`config.mk`:
```
export PLATFORM = sky130hd
export DESIGN_NAME = pc_stack_ctrl
export DESIGN_NICKNAME = d
export VERILOG_FILES = /design/src/rtl/pc_stack_ctrl.sv
export SDC_FILE = /design/constraint.sdc
export NUM_CORES = 1
export LEC_CHECK = 0
export ABC_AREA = 1
export CAP_MARGIN = 15
export CELL_PAD_IN_SITES_DETAIL_PLACEMENT = 1
export CELL_PAD_IN_SITES_GLOBAL_PLACEMENT = 2
export CORE_MARGIN = 4
export CORE_UTILIZATION = 24
export DETAILED_ROUTE_END_ITERATION = 10
export GPL_ROUTABILITY_DRIVEN = 1
export GPL_TIMING_DRIVEN = 1
export PLACE_DENSITY_LB_ADDON = 0.1
export SKIP_CTS_REPAIR_TIMING = 1
export SLEW_MARGIN = 10
export SYNTH_ARGS = -nofsm -noshare
export SYNTH_HDL_FRONTEND = slang
export SYNTH_SLANG_ARGS = --single-unit
```
`constraint.sdc`:
```
create_clock -name clk -period 3.8 [get_ports clk]
set_input_delay 0.57 -clock clk [delete_from_list [all_inputs] [get_ports clk]]
set_output_delay 0.57 -clock clk [all_outputs]
set_load 0.02 [all_outputs]
```
`src/rtl/pc_stack_ctrl.sv`:
```
`timescale 1ns/1ps
// pc_stack_ctrl: call/return sequencer in front of the 16-entry PC/flag stack.
// Turns call/irq/ret/reti requests into push/pop strobes and PC/flag reload
// strobes, and tracks occupancy with sticky overflow/underflow flags.
// Optional: define PC_STACK_CTRL_WATERMARK_EN to add the max_depth output.
//
// Handshake: a requester raises exactly one of call_req/ret_req/irq_req/
// reti_req (or several, resolved irq > call > reti > ret) and holds it until
// it sees ack high for one cycle; it drops the request on the following edge.
// Requests are only looked at while the sequencer is idle (busy=0).
module pc_stack_ctrl #(
   parameter int                  PC_WIDTH    = 8,
   parameter int                  FLAG_WIDTH  = 4,
   parameter logic [PC_WIDTH-1:0] IRQ_VECTOR  = 8'h01,
   parameter int                  STACK_DEPTH = 16
) (
   input  logic                           clk,
   input  logic                           rst_n,
   input  logic                           call_req,
   input  logic                           ret_req,
   input  logic                           irq_req,
   input  logic                           reti_req,
   input  logic [PC_WIDTH-1:0]            target_addr,
   input  logic [PC_WIDTH-1:0]            pc_in,
   input  logic [FLAG_WIDTH-1:0]          flags_in,
   input  logic                           err_clr,
   output logic                           stk_push,
   output logic                           stk_pop,
   output logic [PC_WIDTH+FLAG_WIDTH-1:0] stk_din,
   input  logic [PC_WIDTH+FLAG_WIDTH-1:0] stk_dout,
   output logic                           pc_load,
   output logic [PC_WIDTH-1:0]            pc_out,
   output logic                           flags_load,
   output logic [FLAG_WIDTH-1:0]          flags_out,
   output logic                           ack,
   output logic                           busy,
   output logic [4:0]                     depth,
   output logic                           ovf_err,
   output logic                           unf_err,
`ifdef PC_STACK_CTRL_WATERMARK_EN
   output logic [4:0]                     max_depth,
`endif
   output logic [1:0]                     dbg_state
);

   localparam int         DW   = PC_WIDTH + FLAG_WIDTH;
   localparam logic [4:0] FULL = 5'(STACK_DEPTH);

   typedef enum logic [1:0] {S_IDLE, S_PUSH, S_POP, S_RESTORE} state_t;
   typedef enum logic [1:0] {OP_CALL, OP_RET, OP_IRQ, OP_RETI} op_t;

   state_t                state, state_next;
   op_t                   op_q, op_next;
   logic [DW-1:0]         data_q;       // push payload, later the popped entry
   logic [PC_WIDTH-1:0]   target_q;
   logic [4:0]            depth_q, depth_next;
   logic                  ovf_q, unf_q;
   logic                  accept, latch_pop, ovf_set, unf_set;

   // State register; reset aborts any operation in flight.
   always_ff @(posedge clk or negedge rst_n) begin
      if (!rst_n) state <= S_IDLE;
      else        state <= state_next;
   end

   // Next-state, strobes and occupancy update.
   always_comb begin
      state_next = state;
      op_next    = op_q;
      depth_next = depth_q;
      accept     = 1'b0;
      latch_pop  = 1'b0;
      ovf_set    = 1'b0;
      unf_set    = 1'b0;
      stk_push   = 1'b0;
      stk_pop    = 1'b0;
      pc_load    = 1'b0;
      pc_out     = '0;
      flags_load = 1'b0;
      flags_out  = '0;
      ack        = 1'b0;
      case (state)
         S_IDLE: begin
            if (irq_req) begin
               op_next = OP_IRQ;  state_next = S_PUSH; accept = 1'b1;
            end else if (call_req) begin
               op_next = OP_CALL; state_next = S_PUSH; accept = 1'b1;
            end else if (reti_req) begin
               op_next = OP_RETI; state_next = S_POP;  accept = 1'b1;
            end else if (ret_req) begin
               op_next = OP_RET;  state_next = S_POP;  accept = 1'b1;
            end
         end
         S_PUSH: begin
            ack        = 1'b1;
            state_next = S_IDLE;
            if (depth_q != FULL) begin
               stk_push   = 1'b1;
               pc_load    = 1'b1;
               pc_out     = (op_q == OP_IRQ) ? IRQ_VECTOR : target_q;
               depth_next = depth_q + 5'd1;
            end else begin
               // Full stack: refuse the push so the stack pointer cannot wrap.
               ovf_set = 1'b1;
            end
         end
         S_POP: begin
            if (depth_q != 5'd0) begin
               stk_pop    = 1'b1;
               latch_pop  = 1'b1;
               depth_next = depth_q - 5'd1;
               state_next = S_RESTORE;
            end else begin
               unf_set    = 1'b1;
               ack        = 1'b1;
               state_next = S_IDLE;
            end
         end
         S_RESTORE: begin
            ack        = 1'b1;
            pc_load    = 1'b1;
            pc_out     = data_q[PC_WIDTH-1:0];
            state_next = S_IDLE;
            if (op_q == OP_RETI) begin
               flags_load = 1'b1;
               flags_out  = data_q[DW-1:PC_WIDTH];
            end
         end
         default: state_next = S_IDLE;
      endcase
   end

   // Operation registers, occupancy counter and sticky error flags.
   always_ff @(posedge clk or negedge rst_n) begin
      if (!rst_n) begin
         op_q     <= OP_CALL;
         data_q   <= '0;
         target_q <= '0;
         depth_q  <= 5'd0;
         ovf_q    <= 1'b0;
         unf_q    <= 1'b0;
      end else begin
         if (accept) begin
            op_q     <= op_next;
            data_q   <= {flags_in, pc_in};
            target_q <= target_addr;
         end else if (latch_pop) begin
            data_q <= stk_dout;
         end
         depth_q <= depth_next;
         // A new error in the same cycle as err_clr must still be recorded.
         if (ovf_set)      ovf_q <= 1'b1;
         else if (err_clr) ovf_q <= 1'b0;
         if (unf_set)      unf_q <= 1'b1;
         else if (err_clr) unf_q <= 1'b0;
      end
   end

`ifdef PC_STACK_CTRL_WATERMARK_EN
   logic [4:0] max_q;

   // High-water mark of depth, restarted from the current depth by err_clr.
   always_ff @(posedge clk or negedge rst_n) begin
      if (!rst_n)                  max_q <= 5'd0;
      else if (err_clr)            max_q <= depth_next;
      else if (depth_next > max_q) max_q <= depth_next;
   end

   assign max_depth = max_q;
`endif

   assign stk_din   = data_q;
   assign busy      = (state != S_IDLE);
   assign depth     = depth_q;
   assign ovf_err   = ovf_q;
   assign unf_err   = unf_q;
   assign dbg_state = state;

endmodule
```
==> parameters.txt <==
Parameter                              Value

Global routing
  Global-route wire length before repair    9.49 mm
  Vias in the first global route    1,872
  Number of antenna violations at the first check in global routing    0
  Pin count of the biggest net entering global routing    32
  Global route overflow    0
  Total Routing Usage GR    0.140

STA
  Period utilization    0.797
  Fin Clk Skew    0.00680 ns
  Final hold violation count    0
  Relative max-transition margin    0.525
  RSZ-0062 raised after global routing    false
  Final count of pins violating max slew    0
  Transition time of the tightest slew-check pin    0.712 ns
  Accumulated negative setup slack    0 ns
  Setup slack after layout    0.771 ns
  Smallest hold slack    0.500 ns
  Setup violations, final    0
  Tmin final    3.03 ns
  Fmax    330 MHz

Placed design
  Placed Cells incl. Taps    382
  Post-placement worst setup slack    1.01 ns
  Total placed instance area    0.00260 mm2
  Final RePlAce weighted congestion    0.781
  Port Buf Inserts    77
  DP HPWL    4.47 mm

Layout
  Area grow syn2layout    51.7%
  Register cell area after layout    776 um2
  ANT cells    0
  Most frequent standard cell in the layout excluding fill and tap cells    sky130_fd_sc_hd__clkdlybuf4s50_1
  Total non-filler cell area in the finished layout    0.00268 mm2
  Fill count    868
  Layout cell share with drive strength beyond 1    0.0825
  Post-Layout Cell Count    390
  Layout net count    331
  Most frequent cells in the layout    sky130_fd_sc_hd__clkdlybuf4s50_1 (77), sky130_fd_sc_hd__nand2_1 (39), sky130_fd_sc_hd__dfrtp_1 (31)
  Multi-input combinational cell area    821 um2
  Core occupancy in the finished layout    0.371

Synth
  Post-synthesis net count    256
  Yosys cell types    28
  Adder-cell share of the synthesized area    0.0142
  Register bit total from synthesis    31
  Warning count from the yosys run    0
  Compound-Gate Fraction of Synth Area    0.104
  Synth Area in Simple Gates    0.275
  Portion of netlist area occupied by mux cells    0.0617
  Main combinational cell family by area after synthesis    simple AND/OR/NAND/NOR gates
  Sequential area share after synthesis    0.439
  Post-synthesis cell count    215
  Post-synthesis average cell area    8.21 um2
  Area share of xor/xnor cells in the synthesized design    0.00992
  Netlist area before placement    0.00177 mm2

Critical path
  Startpoint-to-endpoint class of the critical path    reg2out
  Type of element capturing the critical path    primary output
  Cell with the largest stage delay on the worst path    sky130_fd_sc_hd__dfrtp_1
  Kind of cell adding the most delay to the critical path    buffers and inverters
  Req. time, crit path    3.23 ns
  Critical-path cell list    inv_1 -> nor2_1 -> nand2_1 -> o21ai_0 -> clkdlybuf4s50_1
  Arrival time at the worst endpoint    2.46 ns
  Buffers plus inverters on the worst setup path    2
  Largest stage delay on the critical path    0.64 ns
  Critical Path Fanout Max    12
  Crit start category    register

Detailed routing
  Routed Wire Length    5.72 mm
  Antenna Nets Post-Route    0
  First DRT Iteration DRCs    36
  Remaining design rule violation count    0
  Via density    4.43
  Routed vias    1,727
  Initial DRT Pass Iterations    4
  Average wire per standard cell    14.7 um

CTS
  TritonCTS clock tree    done
  CTS sink cnt    31
  Clk pin slew, worst setup/hold paths    0.07 ns
  Maximum clock insertion buffer count    2
  H-tree level count    2
  Cell at the root of the clock tree    sky130_fd_sc_hd__clkbuf_8
  Inserted Clock Buffers    5
  Clock latency on the worst-skew pair    0.29 ns

Floorplan
  Initial Util    0.245
  Placement row count    31
  Die Span Y    93.8 um
  Core region area    0.00721 mm2
  Die X-Extent    93.8 um
  Die ar.    0.00879 mm2
  I/O pins    78

Pwr
  Total power    2.44 mW
  Highest ir drop seen on vdd    0.242 mV
  Power density over cell area    911 mW/mm2
  LEAKAGE    1.20 nW

Min path
  Hold/Removal Path Class    reg2reg

Status
  Status    finished, final reports clean

Job
  Max-capacitance violation count    0
[kinds of logic (layout without fill, tap and decap cells)]
logic type      Yosys count  in the layout
fa+ha+maj                 2              2
compound gates           32             32
flops                    31             31
mux                       8              8
xor+xnor                  2              2
simple gates            104            104
buf+inv                  36            112
[synth_stat cells]
master,instances,share of area
sky130_fd_sc_hd__a31oi_1,12,0.043
sky130_fd_sc_hd__nand2_1,39,0.083
sky130_fd_sc_hd__nor2_8,1,0.011
sky130_fd_sc_hd__o21a_1,1,0.0043
sky130_fd_sc_hd__ha_1,2,0.014
sky130_fd_sc_hd__nand3_1,30,0.085
sky130_fd_sc_hd__o21bai_1,1,0.0043
sky130_fd_sc_hd__nor3_1,1,0.0028
sky130_fd_sc_hd__buf_1,1,0.0021
sky130_fd_sc_hd__o21ai_0,15,0.043
sky130_fd_sc_hd__clkinv_2,1,0.0028
sky130_fd_sc_hd__o32ai_1,1,0.0050
sky130_fd_sc_hd__buf_2,2,0.0057
sky130_fd_sc_hd__buf_6,3,0.019
sky130_fd_sc_hd__nor2_2,1,0.0035
sky130_fd_sc_hd__mux2_2,3,0.019
sky130_fd_sc_hd__inv_1,25,0.053
sky130_fd_sc_hd__dfrtp_1,31,0.44
sky130_fd_sc_hd__nand2_2,2,0.0071
sky130_fd_sc_hd__nand2_4,3,0.019
sky130_fd_sc_hd__or2_2,1,0.0035
sky130_fd_sc_hd__a21oi_1,2,0.0057
sky130_fd_sc_hd__clkbuf_1,2,0.0043
sky130_fd_sc_hd__buf_4,2,0.0085
sky130_fd_sc_hd__nor2_1,23,0.049
sky130_fd_sc_hd__mux2_4,5,0.043
sky130_fd_sc_hd__nand4_1,3,0.011
sky130_fd_sc_hd__xor2_1,2,0.0099
[worst register-to-register path, delay by kind of cell, from the launching register on]
family          cells  cell delay, ns
buf+inv             4            0.49
simple gates        5            0.38
flops               1            0.64
fa+ha+maj           1            0.32
compound gates      1            0.15
[where the power goes]
group | switching (mW) | total [mW] | internal (mW)
Clock | 0.128 | 0.256 | 0.128
Sequential | 0.182 | 0.681 | 0.500
Combinational | 0.844 | 1.50 | 0.660
[per-layer routing]
metal  wire length, um  track usage  share of wire
met2              2870        0.231           0.50
met3               375       0.0569          0.066
met1              2450        0.171           0.43
met5                 0            0              0
met4                27       0.0337         0.0047
[flip-flops by register name (all words and copies together) (netlist names)]
name       cells
stk_din       12
depth          5
unf_err        1
ovf_err        1
target_q       8
op_q           2
dbg_state      2
[final timing paths]
| path | start | cells past startpoint | slack (ns) | end |
|---|---|---|---|---|
| worst max-delay path | dbg_state[0] | 5 | 0.77 | pc_out[7] |
| worst min-delay path | op_q[1] | 2 | 0.50 | op_q[1] |
| worst max register to register | dbg_state[0] | 11 | 1.70 | depth[4] |
| worst min register to register | op_q[1] | 2 | 0.50 | op_q[1] |
| max in group asynchronous | rst_n | 2 | 2.80 | depth[3] |
| min in group asynchronous | rst_n | 2 | 0.69 | stk_din[9] |
[area by class of cell]
type / instances / share of cell area
Sequential cell: 31 / 0.290
Clock buffer: 7 / 0.0285
Multi-Input combinational cell: 148 / 0.306
Inverter: 26 / 0.0369
Tap cell: 99 / 0.0462
Timing Repair Buffer: 78 / 0.291
Clock inverter: 1 / 0.00187
No activity file was read; power rests on OpenSTA's default activity.
